==> src/rtl/jtcontra_snd_pkg.sv <==
// Shared constants for the main-to-sound CPU command mailbox.
package jtcontra_snd_pkg;

  // Sound-CPU interrupt generation modes
  localparam int unsigned IRQ_LEVEL = 0;  // IRQ asserted while commands are queued
  localparam int unsigned IRQ_EDGE  = 1;  // IRQ flag set per push, cleared by ack

endpackage

==> src/rtl/jtcontra_snd_fifo.sv <==
// Show-ahead command FIFO with registered head, level and full/empty flags.
module jtcontra_snd_fifo #(
  parameter int unsigned DW = 8,
  parameter int unsigned AW = 2
) (
  input  logic          clk,
  input  logic          rst,
  input  logic          push,
  input  logic [DW-1:0] din,
  input  logic          pop,
  output logic [DW-1:0] dout,
  output logic [AW:0]   level,
  output logic          full,
  output logic          empty,
  output logic          push_ok,
  output logic          ovf_evt
);

  localparam int unsigned DEPTH    = 2 ** AW;
  // A one-entry latch still needs a 1-bit pointer; it simply never leaves 0.
  localparam int unsigned PW       = (AW > 0) ? AW : 1;
  localparam logic [AW:0] FULL_LVL = (AW + 1)'(DEPTH);

  logic [DW-1:0] mem [DEPTH];
  logic [PW-1:0] wr_q, wr_d, rd_q, rd_d;
  logic [AW:0]   level_q, level_d;
  logic          full_q, full_d, empty_q, empty_d;
  logic [DW-1:0] dout_q, dout_d;
  logic          pop_ok;

  function automatic logic [PW-1:0] ptr_inc(input logic [PW-1:0] p);
    return (p == PW'(DEPTH - 1)) ? '0 : p + 1'b1;
  endfunction

  // Accept/reject decisions and next-state for pointers, level, flags and head
  always_comb begin
    pop_ok  = pop && !empty_q;
    // A pop in the same cycle frees the slot a push into a full FIFO needs
    push_ok = push && (!full_q || pop_ok);
    ovf_evt = push && full_q && !pop_ok;

    wr_d = push_ok ? ptr_inc(wr_q) : wr_q;
    rd_d = pop_ok  ? ptr_inc(rd_q) : rd_q;

    level_d = level_q;
    case ({push_ok, pop_ok})
      2'b10:   level_d = level_q + 1'b1;
      2'b01:   level_d = level_q - 1'b1;
      default: level_d = level_q;
    endcase
    full_d  = (level_d == FULL_LVL);
    empty_d = (level_d == '0);

    // Head register tracks mem[rd_ptr]; bypass the write landing on the new head
    dout_d = dout_q;
    if (push_ok || pop_ok) begin
      dout_d = (push_ok && (wr_q == rd_d)) ? din : mem[rd_d];
    end
  end

  // Storage write port
  always_ff @(posedge clk or posedge rst) begin
    if (rst) begin
      for (int i = 0; i < DEPTH; i++) mem[i] <= '0;
    end else if (push_ok) begin
      mem[wr_q] <= din;
    end
  end

  // Pointer, level, flag and head registers
  always_ff @(posedge clk or posedge rst) begin
    if (rst) begin
      wr_q    <= '0;
      rd_q    <= '0;
      level_q <= '0;
      full_q  <= 1'b0;
      empty_q <= 1'b1;
      dout_q  <= '0;
    end else begin
      wr_q    <= wr_d;
      rd_q    <= rd_d;
      level_q <= level_d;
      full_q  <= full_d;
      empty_q <= empty_d;
      dout_q  <= dout_d;
    end
  end

  assign dout  = dout_q;
  assign level = level_q;
  assign full  = full_q;
  assign empty = empty_q;

endmodule

==> src/rtl/jtcontra_snd_mailbox.sv <==
// Main-to-sound CPU mailbox: command FIFO, sound IRQ, reply latch and overflow flag.
module jtcontra_snd_mailbox
  import jtcontra_snd_pkg::*;
#(
  parameter int unsigned DW       = 8,
  parameter int unsigned AW       = 2,
  parameter int unsigned IRQ_MODE = 1
) (
  input  logic          clk,
  input  logic          rst,
  input  logic          main_wr,
  input  logic [DW-1:0] main_din,
  input  logic          main_rd,
  output logic [DW-1:0] main_dout,
  output logic          reply_pending,
  output logic          full,
  output logic          ovf,
  input  logic          ovf_clr,
  input  logic          snd_rd,
  output logic [DW-1:0] snd_dout,
  output logic          empty,
  output logic [AW:0]   level,
  input  logic          snd_irq_ack,
  output logic          snd_irq_n,
  input  logic          snd_wr,
  input  logic [DW-1:0] snd_din
);

  logic          push_ok, ovf_evt;
  logic          ovf_q, irq_q, pend_q;
  logic [DW-1:0] reply_q;

  jtcontra_snd_fifo #(
    .DW (DW),
    .AW (AW)
  ) u_fifo (
    .clk     (clk),
    .rst     (rst),
    .push    (main_wr),
    .din     (main_din),
    .pop     (snd_rd),
    .dout    (snd_dout),
    .level   (level),
    .full    (full),
    .empty   (empty),
    .push_ok (push_ok),
    .ovf_evt (ovf_evt)
  );

  // Sticky overflow; a new overflow beats a simultaneous clear
  always_ff @(posedge clk or posedge rst) begin
    if (rst)          ovf_q <= 1'b0;
    else if (ovf_evt) ovf_q <= 1'b1;
    else if (ovf_clr) ovf_q <= 1'b0;
  end

  // Edge-mode IRQ flag; an accepted push beats a simultaneous ack
  always_ff @(posedge clk or posedge rst) begin
    if (rst)              irq_q <= 1'b0;
    else if (push_ok)     irq_q <= 1'b1;
    else if (snd_irq_ack) irq_q <= 1'b0;
  end

  // Reply latch; a new reply beats a simultaneous main-CPU read
  always_ff @(posedge clk or posedge rst) begin
    if (rst) begin
      reply_q <= '0;
      pend_q  <= 1'b0;
    end else begin
      if (snd_wr) reply_q <= snd_din;
      if (snd_wr)       pend_q <= 1'b1;
      else if (main_rd) pend_q <= 1'b0;
    end
  end

  // Level mode reuses the registered empty flag directly
  assign snd_irq_n     = (IRQ_MODE == IRQ_EDGE) ? ~irq_q : empty;
  assign ovf           = ovf_q;
  assign main_dout     = reply_q;
  assign reply_pending = pend_q;

endmodule

==> config.mk <==
export PLATFORM = sky130hd
export DESIGN_NAME = jtcontra_snd_mailbox
export DESIGN_NICKNAME = d
export VERILOG_FILES = /design/src/rtl/jtcontra_snd_pkg.sv /design/src/rtl/jtcontra_snd_fifo.sv /design/src/rtl/jtcontra_snd_mailbox.sv
export SDC_FILE = /design/constraint.sdc
export NUM_CORES = 1
export LEC_CHECK = 0
export ABC_AREA = 1
export BUFFER_PORTS_ARGS = -buffer_cell sky130_fd_sc_hd__buf_2
export CAP_MARGIN = 20
export CORE_UTILIZATION = 45
export DETAILED_ROUTE_END_ITERATION = 16
export HOLD_SLACK_MARGIN = 0.06
export PLACE_DENSITY_LB_ADDON = 0.2
export SLEW_MARGIN = 25
export SYNTH_ARGS = -nofsm -noshare
export SYNTH_HDL_FRONTEND = slang
export SYNTH_HIERARCHICAL = 1
export SYNTH_SLANG_ARGS = --single-unit
==> constraint.sdc <==
create_clock -name clk -period 5.3 [get_ports clk]
set_input_delay 1.06 -clock clk [delete_from_list [all_inputs] [get_ports clk]]
set_output_delay 1.06 -clock clk [all_outputs]
set_load 0.02 [all_outputs]
Word-level counts from Yosys, hierarchy flattened:

Cells that the tools add are included.

* flip-flop bits (word level): 60
* output and inout port bits: 24
* logic and storage cells: 62

* add/subtract/negate cells: 4
* $lt $le $gt $ge: 3
* eq/ne operators: 6
* muxes and demuxes: 17
* bitwise gates (word level): 3
* reductions and logical operators: 15

Operators with widths (number)
* bitwise mux 32 bit: 1
* 2-to-1 mux 8 bit: 4
* binary-select mux 8 bit (select 2 bit): 1
* demux 8 bit (select 2 bit): 1
* == test 2 bit (second input constant): 3
* >= comparator 3 bit (second input constant): 2
* logical AND 1 bit: 6
* 2-to-1 mux 1 bit: 6
* 2-to-1 mux 2 bit: 3
* NOT 2 -> 3 bit: 2
* one-hot mux 3 bit (2 select lines): 1
* nonzero test 2 bit: 3
* adder 2 x 1 -> 2 bit (second input constant): 2
* adder 3 x 1 -> 3 bit (second input constant): 1
* == test 3 bit (second input constant): 1
* zero test 1 bit: 3
* zero test 3 bit: 1
* less-than comparator 3 x 1 -> 1 bit (second input constant): 1
* subtractor 3 x 1 -> 3 bit (second input constant): 1
* == test 2 x 1 -> 1 bit (second input constant): 1
* == test 2 bit: 1
* logical OR 1 bit: 2
* NOT 1 bit: 1

Longest topological paths before layout:

Gate-level depths: netlist (run 1).

* depth in word-level cells: 8
* depth in mapped cells: 14

Modules after synthesis:

Netlist (run 1), hierarchy kept.

By module, submodules not included
* jtcontra_snd_fifo: times used 1, cells each 292, area an instance 2565.0 um2, sequential area each 1227.4 um2
* jtcontra_snd_mailbox: times used 1, cells each 50, area an instance 429.2 um2, sequential area each 275.3 um2

Worst setup path before layout (run 1):

No wires, ideal clock.

* path kind: input to register
* start: input snd_rd
* end: register u_fifo.empty_q (netlist: u_fifo/empty)
* data arrival time: 2.667 ns
* data required time: 5.233 ns
* path slack: 2.566 ns
* cell stages on the path: 10
* path buffers: 1
* path through: nand2_4 > a21oi_2 > buf_6 > inv_1 > ha_1 > inv_1 > fa_1 > o21ai_0 > or2_2 > nor2_1

* longest elaborated chain between the ends: 6
* elaborated cells between the ends (all ways): 7
* those cells by class: eq/ne (2); mux (1); reduce/logical (4)

RTL lines
* start: declaration: line jtcontra_snd_mailbox.sv:19 `input logic snd_rd,`
* logical AND 1 bit *: line jtcontra_snd_fifo.sv:37 `pop_ok = pop && !empty_q;`
* logical OR 1 bit *: line jtcontra_snd_fifo.sv:39 `push_ok = push && (!full_q || pop_ok);`
* logical AND 1 bit *: line jtcontra_snd_fifo.sv:39
* via push_ok: line jtcontra_snd_mailbox.sv:29 `logic push_ok, ovf_evt;`
* == test 2 x 1 -> 1 bit or == test 2 bit (tied branches): line jtcontra_snd_fifo.sv:46 `case ({push_ok, pop_ok})`
* one-hot mux 3 bit (2 select lines) *: line jtcontra_snd_fifo.sv:46
* via u_fifo.level_d[1]: line jtcontra_snd_fifo.sv:26 `logic [AW:0] level_q, level_d;`
* zero test 3 bit *: line jtcontra_snd_fifo.sv:52 `empty_d = (level_d == '0);`
* via u_fifo.empty_d: line jtcontra_snd_fifo.sv:27 `logic full_q, full_d, empty_q, empty_d;`
* end signal: assignment: line jtcontra_snd_fifo.sv:84 `empty_q <= empty_d;`
* end: declaration: line jtcontra_snd_fifo.sv:27

Mark *: on every way through the listed nets, which the timed path passes. The rest lies on a longest branch.
A chain may end at the register's enable or synchronous reset.

Worst setup path in the final report (run 1):

* start: input snd_rd
* end: register u_fifo.full_q (netlist: u_fifo/full)

* longest elaborated chain between the ends: 6
* elaborated cells between the ends (all ways): 7
* those cells by class: eq/ne (3); mux (1); reduce/logical (3)

RTL lines
* logical AND 1 bit *: line jtcontra_snd_fifo.sv:37
* logical OR 1 bit *: line jtcontra_snd_fifo.sv:39
* logical AND 1 bit *: line jtcontra_snd_fifo.sv:39
* via push_ok: line jtcontra_snd_mailbox.sv:29
* == test 2 x 1 -> 1 bit or == test 2 bit (tied branches): line jtcontra_snd_fifo.sv:46
* one-hot mux 3 bit (2 select lines) *: line jtcontra_snd_fifo.sv:46
* via u_fifo.level_d[1]: line jtcontra_snd_fifo.sv:26
* == test 3 bit *: line jtcontra_snd_fifo.sv:51 `full_d = (level_d == FULL_LVL);`
* via u_fifo.full_d: line jtcontra_snd_fifo.sv:27
* end signal: assignment: line jtcontra_snd_fifo.sv:83 `full_q <= full_d;`
* end: declaration: line jtcontra_snd_fifo.sv:27

Marks and branches as above.

==> flow_summary.ini, run 1 <==
[logic_synthesis]
yosys-top-cells-area = dfrtp_1 49%, nand2_1 15%, nand3_1 8.0%
synthesis.nets = 374
syn_area_um2 = 2990
syn_inst = 342
yosys_warnings = 6
yosysTopAreaCellShare_pct = 49.3
syn_area_per_cell_um2 = 8.75
synth-seq-cells = 60
synth-edff-count = 0
ys_types = 24
ys.flop_type = dfrtp_1
postSynth.asyncResetShare_pct = 100
synth_top_cell_by_area = dfrtp_1
ys_seq_area_share_pct = 50.2

[layout]
area_growth_pct = 14.9
fillers = 626
num_antenna_cells = 0
drive_above_1_share_pct = 22.9
layout_common_cells = 119 x nand2_1, 59 x dfrtp_1, 48 x nand3_1
post-route-util_pct = 53.9
instances_no_fill = 474
nNetsFinal = 425
layout_commonest_cell = nand2_1

[floorplan]
die_area_um2 = 6980
die_h_um = 83.6
pin_count = 48
initial_core_util_pct = 46.9
num_rows = 29
dieWidth_um = 83.6
core_um2 = 6390

[sta]
setup_tns_ns = 0
rsz0062_at_grt = no
finalCritPeriodShare_pct = 56.8
period_needed_ns = 3.01
hold_viol = 0
fmax_mhz = 332
setup_viol = 0
skew_ns = 0.00620
drv_slew = 0
relSlewSlack_pct = 51.7
worstMarginPinSlew_ns = 0.724

[setup_path]
path_delay_family = compound AO/OA/AOI/OAI gates
crit_chain = buf_2 > nand2_4 > a21oi_2 > inv_1 > ha_1 > inv_1 > fa_1 > o21ai_0 > or2_2 > nor2_1
crit_fanout = 11
crit_slowest_cell = a21oi_2
path_class = in2reg
crit_path_end_kind = register
max_stage_delay_ns = 0.61
cpMostUsedCell = inv_1
worstPathArrival_ns = 3.25
crit_buf_inv = 3
cp.required_ns = 5.54
critPathLaunchType = input port

[global_route]
grt_pass1_vias = 2270
grt_overflow = 0
grt.total_usage_pct = 19.6
grt_max_degree = 50
antenna_found_initial = 0
grt_pass1_wl_um = 10600

[clock_network]
cts_root_buf = clkbuf_8
cts_resized = 0
cts_tree = built
cts-hold-fix-buffers = 0
cts_buffers = 9
cts.path.max_buffers = 2
clock_sinks = 60
cts_max_level = 3
clk-insertion-delay-late_ns = 0.34
clk_pin_slew_worst_paths_ns = 0.07
cts_setup_buffers = 0

[route]
drt_iter0_markers = 179
drtAntennaViolNets = 0
avgRoutedWirePerCell_um = 13.3
drc = 0
drtPass1Iterations = 4
viasPerCell = 5.01
wl_um = 6310
vias = 2376

[place]
gp_congestion = 0.799
place_hpwl_um = 4330
dp_cells = 459
io_buffers = 47

[power]
power.leakage_nw = 1.85
ir_drop_mv = 0.313
p_per_area_nw_per_um2 = 606

[run]
drv_cap = 0

[run_status]
status = complete, no violations

[min_path]
holdCritPathClass = reg2reg
-- stage by stage --
step	total power, mW	hold slack, ns	setup WS (ns)	cell area, µm²
after floorplan	1.47	0.441	2.57	2990
after global placement	1.67	0.449	2.01	3250
after detailed placement	1.69	0.453	1.89	3250
after CTS	2.10	0.471	2.26	3440
after global routing	2.25	0.487	2.14	3440
final	2.08	0.465	2.29	3440
-- area by class of cell --
class | count | area [µm²] | area share [%]
Inverter | 32 | 123 | 3.56
Clock inverter | 5 | 52.6 | 1.53
Timing Repair Buffer | 47 | 235 | 6.84
Clock buffer | 10 | 138 | 4.00
Multi-Input combinational cell | 243 | 1290 | 37.6
Sequential cell | 60 | 1500 | 43.7
Tap cell | 77 | 96.3 | 2.80
-- state kept, by name, indices dropped and copies added, names as in the netlist --
register,count
u_fifo/wr_q,2
u_fifo/rd_q,2
u_fifo/level,3
main_dout,8
ovf,1
u_fifo/empty,1
reply_pending,1
u_fifo/dout,8
u_fifo/mem,32
irq_q,1
u_fifo/full,1
-- path summary, 6_finish.rpt --
check                             startpoint             end  slack [ns]  cells after the start
worst max-delay path                  snd_rd     u_fifo/full        2.29                     10
worst min-delay path                     ovf             ovf        0.46                      2
worst max register to register  u_fifo/empty     u_fifo/full        2.67                     10
worst min register to register           ovf             ovf        0.46                      2
max in group asynchronous                rst  u_fifo/mem[30]        4.07                      2
min in group asynchronous                rst             ovf        0.73                      2
-- report_power, final --
group	total (mW)	leakage, nW	switching [mW]	internal (mW)
Combinational	0.929	1.01	0.607	0.322
Clock	0.398	0.0979	0.174	0.224
Sequential	0.756	0.740	0.110	0.646
Total	2.08	1.85	0.892	1.19
-- kinds of logic (layout without fill, tap and decap cells) --
family,count (synthesis),count (layout),synth area share [%]
buf+inv,39,94,6.64
flops,60,60,50.2
xor+xnor,2,2,0.585
simple gates,195,195,32.0
compound gates,38,38,6.98
fa+ha+maj,8,8,3.59
-- routing by layer --
metal	part of all wire, %	vias up	GRT usage [%]
li1	-	1184	-
met1	45	1113	24.7
met2	48	71	32.0
met3	5.2	8	6.23
met4	1.2	0	6.16
met5	0	-	0
-- cell usage after synthesis (2+ instances only) --
cell type / n
nand2_1: 119
dfrtp_1: 59
nand3_1: 48
o21ai_0: 34
inv_1: 29
nand2_4: 10
buf_6: 7
ha_1: 7
nor2_1: 7
nand2_2: 4
inv_2: 3
nand2_8: 2
nor2_8: 2
-- worst min-delay path: stages, from the launching register on --
cell and delay [ns]:
dfrtp_1 0.34, nand2_1 0.05, nand2_1 0.04
(Power assumes the default switching activity.)
==> inputs of run 2 (changes only) <==
==> constraint.sdc (replaced) <==
create_clock -name clk -period 3.1 [get_ports clk]
set_input_delay 0.62 -clock clk [delete_from_list [all_inputs] [get_ports clk]]
set_output_delay 0.62 -clock clk [all_outputs]
set_load 0.02 [all_outputs]
==> run 2 against run 1 <==
- global-route usage hardly changed
- count of clock-buffer cells in the layout grew 2
- total power up 72%
- critical endpoint is now u_fifo/empty
- largest power group unchanged
- register-to-register slack worse by 1.8 ns
- non-clock buffer count grew 1
- critical path depth unchanged
- critical path type is now reg2reg
==> flow_summary.ini, run 2 (synthesis gave the netlist of run 1 again) <==
[run_status]
status = complete, no violations

[clock_network]
cts_tree = built
clock_sinks = 60
cts.path.max_buffers = 2
clk_pin_slew_worst_paths_ns = 0.07
cts-hold-fix-buffers = 0
cts_resized = 0
cts_buffers = 9
cts_setup_buffers = 0
clk-insertion-delay-late_ns = 0.35
cts_max_level = 3
cts_root_buf = clkbuf_8

[sta]
finalCritPeriodShare_pct = 73.3
drv_slew = 0
setup_viol = 0
fmax_mhz = 440
skew_ns = 0.00767
rsz0062_at_grt = no
hold_viol = 0
relSlewSlack_pct = 59.9
whs_ns = 0.279
period_needed_ns = 2.27
setup_tns_ns = 0
worstMarginPinSlew_ns = 0.601

[setup_path]
crit_path_end_kind = register
path_class = reg2reg
critPathLaunchType = register
r2r_slack_ns = 0.83
crit_fanout = 6
r2r-start = u_fifo/empty
cp.required_ns = 3.38
worstPathArrival_ns = 2.55
startpoint = u_fifo/empty

[power]
total_power_mw = 3.59
ir_drop_mv = 0.574
p_per_area_nw_per_um2 = 1040
power.leakage_nw = 1.86

[route]
vias = 2363
drt_iter0_markers = 117
viasPerCell = 4.96
avgRoutedWirePerCell_um = 13.0
wl_um = 6180
drtPass1Iterations = 4
drc = 0
drtAntennaViolNets = 0

[run]
drv_cap = 0

[layout]
drive_above_1_share_pct = 23.1
area_growth_pct = 15.5
instances_no_fill = 476
num_antenna_cells = 0
max_flop_register = u_fifo/mem
nNetsFinal = 426
layout_common_cells = 119 x nand2_1, 59 x dfrtp_1, 48 x nand3_1
largest_register_ffs = 32
final_area_um2 = 3460
layout_commonest_cell = nand2_1

[place]
dp_cells = 460
placed_area_um2 = 3260
gp_congestion = 0.774
place_hpwl_um = 4250
io_buffers = 47

[global_route]
grt.total_usage_pct = 19.6
grt_pass1_wl_um = 10600
grt_pass1_vias = 2252
grt_overflow = 0
antenna_found_initial = 0
grt_max_degree = 50

[floorplan]
die_h_um = 83.6
num_rows = 29
dieWidth_um = 83.6
initial_core_util_pct = 46.9
die_area_um2 = 6980
pin_count = 48
core_um2 = 6390

[min_path]
holdCritPathClass = in2async
run 2: cell count changes in the layout (fill, tap and decap cells not counted), sizes merged:
cell,delta
clkbuf,+2
clkinv,-1
buf,+1
run 2: cell type report:
cell class | instances | area (µm²)
well taps | 77 | 96.3
flip-flops and latches | 60 | 1500
clock inverters | 4 | 47.5
repair buffers | 48 | 243
fillers | 627 | 2930
clock buffers | 12 | 155
multi-input cells | 243 | 1290
inverters | 32 | 123
run 2: per-layer routing:
metal  wire length [µm]  up-vias  GRT usage (%)
met1               2760     1101           24.2
met5                  0        -              0
li1                   -     1195              -
met4                 95        0           6.78
met2               2970       56           31.6
met3                352       11           7.32
run 2: path summary, 6_finish.rpt:
kind / endpoint / cells after the start
min reg2reg: main_dout[7] / 2
min: main_dout[1] / 2
max reg2reg: u_fifo/empty / 10
min in group clk: main_dout[7] / 2
max in group asynchronous: u_fifo/dout[0] / 2
max: u_fifo/empty / 10
run 2: report_power, final:
part           total (mW)  switching [mW]  internal, mW
combinational        1.59            1.04         0.553
sequential           1.29           0.186          1.10
clock               0.712           0.300         0.412
run 2: through the flow:
step / utilization (%) / setup WS, ns
finish: 54.2 / 0.827
global route: 54.2 / 0.691
CTS: 54.2 / 0.815
detailed placement: 51.0 / 0.712
global placement: 51.0 / 0.771
floorplan: - / 0.714
run 2: critical path: stages, from the launching register on:
cell and delay (ns):
dfstp_2 0.59, inv_2 0.06, nand2_4 0.13, a21oi_2 0.08
inv_1 0.08, ha_1 0.14, inv_1 0.07, fa_1 0.51
o21ai_0 0.11, or2_2 0.32, nor2_1 0.11
==> inputs of run 3 (changes only) <==
==> constraint.sdc (replaced) <==
create_clock -name clk -period 2.09 [get_ports clk]
set_input_delay 0.418 -clock clk [delete_from_list [all_inputs] [get_ports clk]]
set_output_delay 0.418 -clock clk [all_outputs]
set_load 0.02 [all_outputs]
==> run 3 against run 2 <==
- cell area grew 0.72%
- register-to-register slack got worse by 0.65 ns
- total power is 46% higher
- critical endpoint is now u_fifo/full
- largest cell class unchanged
- highest routed layer unchanged
==> flow_summary.ini, run 3 (synthesis gave the netlist of run 1 again) <==
[setup_path]
cp.required_ns = 2.35
critPathLaunchType = register
worstPathArrival_ns = 2.17
r2r_slack_ns = 0.18
path_class = reg2reg
r2r_end = u_fifo/full
crit_fanout = 3
crit_path_end_kind = register
r2r_cells = 13
r2r-start = u_fifo/empty

[floorplan]
dieWidth_um = 83.6
die_h_um = 83.6
initial_core_util_pct = 46.9
pin_count = 48
num_rows = 29
core_um2 = 6390
die_area_um2 = 6980

[layout]
layout_commonest_cell = nand2_1
largest_register_ffs = 32
final_area_um2 = 3480
drive_above_1_share_pct = 24.7
num_antenna_cells = 0
area_growth_pct = 16.4
layout_common_cells = 119 x nand2_1, 59 x dfrtp_1, 48 x nand3_1
nNetsFinal = 429
max_flop_register = u_fifo/mem

[clock_network]
cts-hold-fix-buffers = 0
cts_buffers = 9
cts_max_level = 3
cts_root_buf = clkbuf_8
cts.path.max_buffers = 2
cts_tree = built
clk_pin_slew_worst_paths_ns = 0.07
clock_sinks = 60
clk-insertion-delay-late_ns = 0.33

[route]
drc = 0
drt_iter0_markers = 120
viasPerCell = 4.92
wl_um = 6090
vias = 2354
avgRoutedWirePerCell_um = 12.7
drtAntennaViolNets = 0
drtPass1Iterations = 4

[run_status]
status = complete, no violations

[power]
p_per_area_nw_per_um2 = 1500
power.leakage_nw = 1.86
total_power_mw = 5.24
ir_drop_mv = 0.774

[sta]
setup_viol = 0
finalCritPeriodShare_pct = 91.5
rsz0062_at_grt = no
relSlewSlack_pct = 58.6
period_needed_ns = 1.91
setup_slack_ns = 0.177
skew_ns = 0.00458
whs_ns = 0.0874
hold_viol = 0
setup_tns_ns = 0
fmax_mhz = 523
worstMarginPinSlew_ns = 0.621
drv_slew = 0

[global_route]
grt_overflow = 0
grt_pass1_wl_um = 11000
grt.total_usage_pct = 19.8
antenna_found_initial = 0
grt_pass1_vias = 2350
grt_max_degree = 50

[place]
place_hpwl_um = 4330
placed_area_um2 = 3300
post-place-ws_ns = 0.0846
io_buffers = 47
gp_congestion = 0.765

[min_path]
holdCritPathClass = in2async

[run]
drv_cap = 0
-- run 3: timing repair --
action,CTS,global route
endpoints found under the setup margin,0,1
gates resized for setup,0,1
buffers inserted,0,1
-- run 3: stage by stage --
step / util [%] / cells
CTS: 54.3 / 477
floorplan: - / 342
global route: 54.6 / 478
detailed placement: 51.7 / 462
global placement: 51.7 / 462
finish: 54.6 / 478
-- run 3: final cells by class --
cell class	instances	area (µm²)
fill	632	2900
sequential	60	1500
multi-input combinational	243	1330
timing repair buffer	51	265
clock buffer	13	159
inverter	32	123
tap	77	96.3
clock inverter	2	10.0
-- run 3: worst max-delay path, stage by stage, from the launching register on --
cell and delay, ns:
dfstp_2 0.54, inv_2 0.04, nand2_4 0.07, a21oi_4 0.06, inv_4 0.07, ha_4 0.12
inv_2 0.04, fa_2 0.33, nor2_1 0.12, nor2_1 0.04, nand2_1 0.10, xor2_2 0.17
inv_1 0.05, nor2_1 0.09
-- run 3: worst max path at each step --
stage                         endpoint    startpoint  slack (ns)
after global placement     u_fifo/full  u_fifo/empty        0.14
after floorplan           u_fifo/empty  u_fifo/empty       -0.14
after detailed placement   u_fifo/full  u_fifo/empty        0.08
after global routing       u_fifo/full  u_fifo/empty        0.02
final                      u_fifo/full  u_fifo/empty        0.18
after CTS                  u_fifo/full  u_fifo/empty        0.07
-- run 3: metal layers --
layer	share of wire, %	routed length, µm	up-vias	global-route usage (%)
met1	46	2800	1101	25.4
met3	3.9	236	4	3.26
li1	-	-	1196	-
met2	49	3010	53	32.8
met4	0.84	51	0	9.55
met5	0	0	-	0
-- run 3: report_power, final --
part           internal (mW)  total [mW]  switching (mW)  leakage [nW]
Clock                  0.486       0.912           0.426        0.0893
Sequential              1.64        1.91           0.275         0.740
Combinational          0.872        2.41            1.54          1.03
